<file path="src/rtl/riscv_pkg.sv">
// Shared RISC-V fetch types and constants: widths, the canonical NOP,
// fetch FSM encoding and the IF/ID pipeline entry.
package riscv_pkg;

    localparam int XLEN = 64;
    localparam int ILEN = 32;

    localparam logic [ILEN-1:0] RISCV_NOP = 32'h0000_0013;

    typedef enum logic [1:0] {
        FETCH_IDLE,
        FETCH_RUN,
        FETCH_TRAP
    } fetch_state_t;

    typedef struct packed {
        logic [XLEN-1:0] pc;
        logic [ILEN-1:0] instr;
    } if_id_t;

endpackage

</file>
<file path="src/rtl/instr_fetch_unit_if_id_reg.sv">
// IF/ID valid/ready register slice: load captures a new entry, flush drops
// the valid bit, otherwise the entry holds.
module if_id_reg
    import riscv_pkg::*;
(
    input  logic   clk,
    input  logic   rst,
    input  logic   i_load,
    input  logic   i_flush,
    input  if_id_t i_entry,
    output logic   o_valid,
    output if_id_t o_entry
);

    logic   r_valid;
    if_id_t r_entry;

    // NOTE: sequential state uses non-blocking assignments so every flop
    // samples the pre-edge values regardless of process ordering.
    always_ff @(posedge clk or posedge rst) begin
        if (rst) begin
            r_valid <= 1'b0;
            r_entry <= '{pc: '0, instr: RISCV_NOP};
        end else if (i_flush) begin
            r_valid <= 1'b0;
        end else if (i_load) begin
            r_valid <= 1'b1;
            r_entry <= i_entry;
        end
    end

    assign o_valid = r_valid;
    assign o_entry = r_entry;

endmodule

</file>
<file path="src/rtl/instr_fetch_unit.sv">
// PC register and fetch FSM feeding the IF/ID slice. Build with
// FETCH_MISALIGN_TRAP_EN to trap on misaligned redirects instead of masking them.
module instr_fetch_unit
    import riscv_pkg::*;
#(
    parameter int                    ADDR_WIDTH   = XLEN,
    parameter int                    DATA_WIDTH   = ILEN,
    parameter logic [ADDR_WIDTH-1:0] RESET_VECTOR = '0
) (
    input  logic                  clk,
    input  logic                  rst,
    input  logic                  fetch_en_i,
    input  logic                  redirect_i,
    input  logic [ADDR_WIDTH-1:0] redirect_pc_i,
    output logic [ADDR_WIDTH-1:0] mem_addr_o,
    input  logic [DATA_WIDTH-1:0] mem_data_i,
    output logic                  if_valid_o,
    input  logic                  if_ready_i,
    output logic [ADDR_WIDTH-1:0] if_pc_o,
    output logic [DATA_WIDTH-1:0] if_instr_o,
    output logic                  fetch_fault_o
);

    fetch_state_t          r_state;
    fetch_state_t          w_next_state;
    logic [ADDR_WIDTH-1:0] r_pc;
    logic [ADDR_WIDTH-1:0] w_pc_next;
    logic [ADDR_WIDTH-1:0] w_redirect_pc;
    logic                  w_misalign;
    logic                  w_load;
    logic                  w_flush;
    if_id_t                w_entry_d;
    if_id_t                w_entry_q;

`ifdef FETCH_MISALIGN_TRAP_EN
    assign w_misalign    = redirect_i && (redirect_pc_i[1:0] != 2'b00);
    assign w_redirect_pc = redirect_pc_i;
`else
    assign w_misalign    = 1'b0;
    assign w_redirect_pc = redirect_pc_i & ~ADDR_WIDTH'(3);
`endif

    always_ff @(posedge clk or posedge rst) begin
        if (rst) begin
            r_state <= FETCH_IDLE;
            r_pc    <= RESET_VECTOR;
        end else begin
            r_state <= w_next_state;
            r_pc    <= w_pc_next;
        end
    end

    always_comb begin
        w_next_state = r_state;
        case (r_state)
            FETCH_IDLE: if (w_misalign) w_next_state = FETCH_TRAP;
                        else if (fetch_en_i) w_next_state = FETCH_RUN;
            FETCH_RUN:  if (w_misalign) w_next_state = FETCH_TRAP;
                        else if (!fetch_en_i) w_next_state = FETCH_IDLE;
`ifdef FETCH_MISALIGN_TRAP_EN
            FETCH_TRAP: w_next_state = FETCH_TRAP;
`endif
            default:    w_next_state = FETCH_IDLE;
        endcase
    end

    // NOTE: every output of this block is given a default first so no path
    // leaves a signal unassigned and infers a latch.
    always_comb begin
        w_load    = 1'b0;
        w_flush   = 1'b0;
        w_pc_next = r_pc;
        if (r_state != FETCH_TRAP) begin
            if (redirect_i) begin
                w_flush = 1'b1;
                if (!w_misalign) w_pc_next = w_redirect_pc;
            end else if (r_state == FETCH_RUN && (!if_valid_o || if_ready_i)) begin
                w_load    = 1'b1;
                w_pc_next = r_pc + ADDR_WIDTH'(4);
            end else if (r_state == FETCH_IDLE && if_valid_o && if_ready_i) begin
                w_flush = 1'b1;
            end
        end
    end

`ifdef FETCH_MISALIGN_TRAP_EN
    logic r_fault;

    always_ff @(posedge clk or posedge rst) begin
        if (rst) r_fault <= 1'b0;
        else if (w_misalign && r_state != FETCH_TRAP) r_fault <= 1'b1;
    end

    assign fetch_fault_o = r_fault;
`else
    assign fetch_fault_o = 1'b0;
`endif

    assign w_entry_d = '{pc: r_pc, instr: mem_data_i};

    if_id_reg u_if_id_reg (
        .clk     (clk),
        .rst     (rst),
        .i_load  (w_load),
        .i_flush (w_flush),
        .i_entry (w_entry_d),
        .o_valid (if_valid_o),
        .o_entry (w_entry_q)
    );

    assign mem_addr_o = r_pc;
    assign if_pc_o    = w_entry_q.pc;
    assign if_instr_o = w_entry_q.instr;

endmodule

</file>
<file path="config.mk">
export PLATFORM = sky130hd
export DESIGN_NAME = instr_fetch_unit
export DESIGN_NICKNAME = d
export VERILOG_FILES = /design/src/rtl/riscv_pkg.sv /design/src/rtl/instr_fetch_unit_if_id_reg.sv /design/src/rtl/instr_fetch_unit.sv
export SDC_FILE = /design/constraint.sdc
export NUM_CORES = 1
export LEC_CHECK = 0
export CAP_MARGIN = 20
export CORE_ASPECT_RATIO = 1.25
export CORE_MARGIN = 1.5
export CORE_UTILIZATION = 45
export DETAILED_ROUTE_END_ITERATION = 8
export MAX_ROUTING_LAYER = met4
export PLACE_DENSITY = 0.88
export SETUP_SLACK_MARGIN = 0.15
export SYNTH_ARGS = -nofsm -noshare
export SYNTH_HDL_FRONTEND = slang
export SYNTH_SLANG_ARGS = --single-unit
</file>
<file path="constraint.sdc">
create_clock -name clk -period 7.4 [get_ports clk]
set_input_delay 1.48 -clock clk [delete_from_list [all_inputs] [get_ports clk]]
set_output_delay 1.48 -clock clk [all_outputs]
set_load 0.01 [all_outputs]
</file>
==> metrics.md <==
| Metric | Value |
|---|---|
| Outcome | `completed` |
| Reg clk slew, reported paths | `0.06 ns` |
| Die height | `~150 µm` |
| Clock buffer depth | `2` |
| Clock power frac | `34.7%` |
| Mapped Area | `7490 µm²` |
| Mapped Avg Cell Area | `10.8 µm²` |
| Finish-stage setup viols | `0` |
| Worst vdd ir | `0.000159 V` |
| PD cells | `247 nW/µm²` |
| Post-CTS Hold Fix Bufs | `0` |
| DRC Markers | `0` |
| Total congestion overflow | `0` |
| Largest net degree at the start of global routing | `103` |
| H-tree depth | `4` |
| Setup bufs post-CTS | `0` |
| Dpl hpwl | `15400 µm` |
| CTS Buf Count | `17` |
| Async SR Flop Fraction | `100%` |
| Die area | `17400 µm²` |
| CP startpoint kind | `input port` |
| WL/cell | `about 19 µm` |
| Post-layout util | `66.4%` |
| Max Clock Skew | `0.00797 ns` |
| CP peak stage delay | `0.77 ns` |
| TritonCTS clock tree | `yes` |
| Sequential share of power | `41.6%` |
| Worst-margin pin slew | `0.977 ns` |
| Crit path capture type | `register` |
| Switch share | `27.2%` |
| Routability congestion estimate | `0.840` |
| Vias | `6513` |
| Multi-input combinational cell area | `3320 µm²` |
| Area grow syn2layout | `44.3%` |
| DRT Pass-1 Iters | `5` |
| MaxCap Viol Count | `0` |
| Synth area leaders | `dfrtp_1, mux2_2, nand2_1` |
| F_max | `0.249 GHz` |
| Port bufs | `255` |
| Total GRT Usage | `25.6%` |
| Commonest cells after routing, fill and taps aside | `clkdlybuf4s50_1, dfrtp_1, mux2_2, nand2_1, nor2_1` |
| Worst slew margin | `34.9%` |
| Crit path max fanout | `61` |
| Net count, final | `1032` |
| Clock latency on the worst-skew pair | `0.43 ns` |
| Post-route ant nets | `0` |
| Hold Crit Class | `register to register` |
| Row count | `52` |
| Yosys cell types | `46` |
| Yosys reg bits | `158` |
| Cell accounting for the most synthesized area | `dfrtp_1` |
| Predominant post-synthesis flop cell | `dfrtp_1` |
| Combinational power share | `23.6%` |
| Starting Density | `46.0%` |
| Final hold vios | `0` |
| RSZ-0062 raised after global routing | `no` |
| Antenna violations before repair | `1` |
| Clk sinks | `around 160` |
| Fin Setup TNS | `0 ns` |
| Initial DRC count | `393` |
| Die span in x | `118 µm` |
| Fillers | `about 1200` |
| Crit path time final | `4.01 ns` |
| CP required | `7.71 ns` |
| IO Pins | `263` |
| Net switching power | `725 µW` |
| Slowest stage cell, crit path | `nor2_4` |
| Static leakage | `4.15 nW` |
| Cells along the critical path | `clkdlybuf4s50_1, nand2b_1, nand2_1, nor2_4, buf_4, mux2_2` |
| Worst Setup Path Type | `input port to register` |
| Vias per cell | `5.61` |
| Synth Instances | `692` |
| Final Max Tran Viols | `0` |
| Commonest non-fill, non-tap cell in the layout | `clkdlybuf4s50_1` |
| Final worst-path cycle share | `54.2%` |
| Share of cells above drive strength 1 | `around 15%` |
| Top cell type's share of synthesized area | `between 50% and 60%` |
| Sequential cell area fraction in the yosys report | `52.8%` |
| Core region area | `16300 µm²` |
| Total routed wirelength | `21500 µm` |
| First-pass GRT wire length | `34400 µm` |
| Critical path arrival | `4.32 ns` |
| Top delay family on crit path | `buffers and inverters` |
| Clk root buf | `clkbuf_16` |
| Vias in the first global route | `6637` |
| EDFF count, synth | `0` |
| Syn. warnings | `0` |
| CTS resizes | `0` |
| FF/Latch Area | `around 4000 µm²` |
| Critical path buffers and inverters | `2` |
| Cell Int Power | `1.95 mW` |
==> synthesized netlist by cell type (3+ instances only) <==
library cell / count
or3_1: 5
dfstp_2: 3
o31ai_1: 13
xnor2_1: 20
or4_1: 23
and2_1: 5
nand3_1: 39
nor3_1: 12
a21oi_1: 4
and3_1: 8
clkbuf_1: 38
buf_4: 5
nor4_1: 14
inv_1: 10
or2_2: 4
nor2_1: 43
nor2b_1: 5
nor3b_1: 3
mux2_2: 94
a221o_1: 4
a31oi_1: 22
o211ai_1: 10
and4_1: 8
o21ai_0: 31
xor2_1: 4
nand4_1: 19
nand2_1: 66
a22oi_1: 3
dfrtp_1: 155
==> cells by family (layout without fill, tap and decap cells) <==
| group | count (synthesis) | in the layout | synth area share [%] |
|---|---|---|---|
| flops | 158 | 158 | 52.8 |
| mux | 96 | 96 | 14.4 |
| simple gates | 262 | 262 | 18.4 |
| other cells | 1 | 6 | 0.0501 |
| fa+ha+maj | 1 | 1 | 0.167 |
| buf+inv | 55 | 302 | 3.11 |
| compound gates | 95 | 95 | 8.19 |
| xor+xnor | 24 | 24 | 2.81 |
==> registers in the layout (all words and copies together) (netlist names) <==
register,cells
u_if_id_reg.o_entry,94
mem_addr_o,62
r_state,1
u_if_id_reg.o_valid,1
==> stage by stage <==
step                      setup slack, ns  area [µm²]  instances  total power, mW  hold WS (ns)
after global placement               2.92       10200       1127             1.74         0.488
after detailed placement             2.91       10200       1127             1.76         0.494
after floorplan                      1.66        7500        696             1.37         0.551
final                                3.39       10800       1160             2.67         0.503
after CTS                            3.36       10800       1159             2.70         0.509
after global routing                 3.08       10800       1160             2.79         0.517
==> layout make-up <==
type                            count  area share, %
Tap cell                          216           2.50
Inverter                           10          0.394
Clock inverter                     12           1.46
Sequential cell                   158           36.6
Clock buffer                       20           4.32
Timing Repair Buffer              260           23.9
Antenna cell                        1         0.0232
Multi-Input combinational cell    483           30.7
==> path summary, 6_finish.rpt <==
kind | from | end | slack [ns] | cells past startpoint
setup / recovery | if_ready_i | u_if_id_reg.o_entry[94]$_DFFE_PP0P_ | 3.39 | 6
hold / removal | u_if_id_reg.o_entry[88]$_DFFE_PP0P_ | u_if_id_reg.o_entry[88]$_DFFE_PP0P_ | 0.50 | 1
setup reg to reg | mem_addr_o[17]$_DFFE_PP0N_ | mem_addr_o[42]$_DFFE_PP0N_ | 4.39 | 5
hold reg to reg | u_if_id_reg.o_entry[88]$_DFFE_PP0P_ | u_if_id_reg.o_entry[88]$_DFFE_PP0P_ | 0.50 | 1
max in group asynchronous | rst | u_if_id_reg.o_entry[59]$_DFFE_PP0P_ | 4.40 | 3
min in group asynchronous | rst | u_if_id_reg.o_entry[21]$_DFFE_PP0P_ | 1.62 | 2
==> routing by layer <==
metal	global-route usage [%]	vias to the layer above	routed length (µm)
met2	44.7	306	11300
li1	-	3003	-
met4	9.88	0	567
met1	29.2	3150	8320
met3	4.85	54	1350
met5	-	-	0
==> power by group through the flow <==
stage                     clock [mW]  combinational (mW)  sequential [mW]
after floorplan                    0               0.205             1.17
after global placement             0               0.622             1.12
after detailed placement           0               0.636             1.13
after CTS                      0.945               0.639             1.11
after global routing           0.979               0.672             1.13
final                          0.928               0.632             1.11
Note: power is estimated with default switching activity, not from simulation.
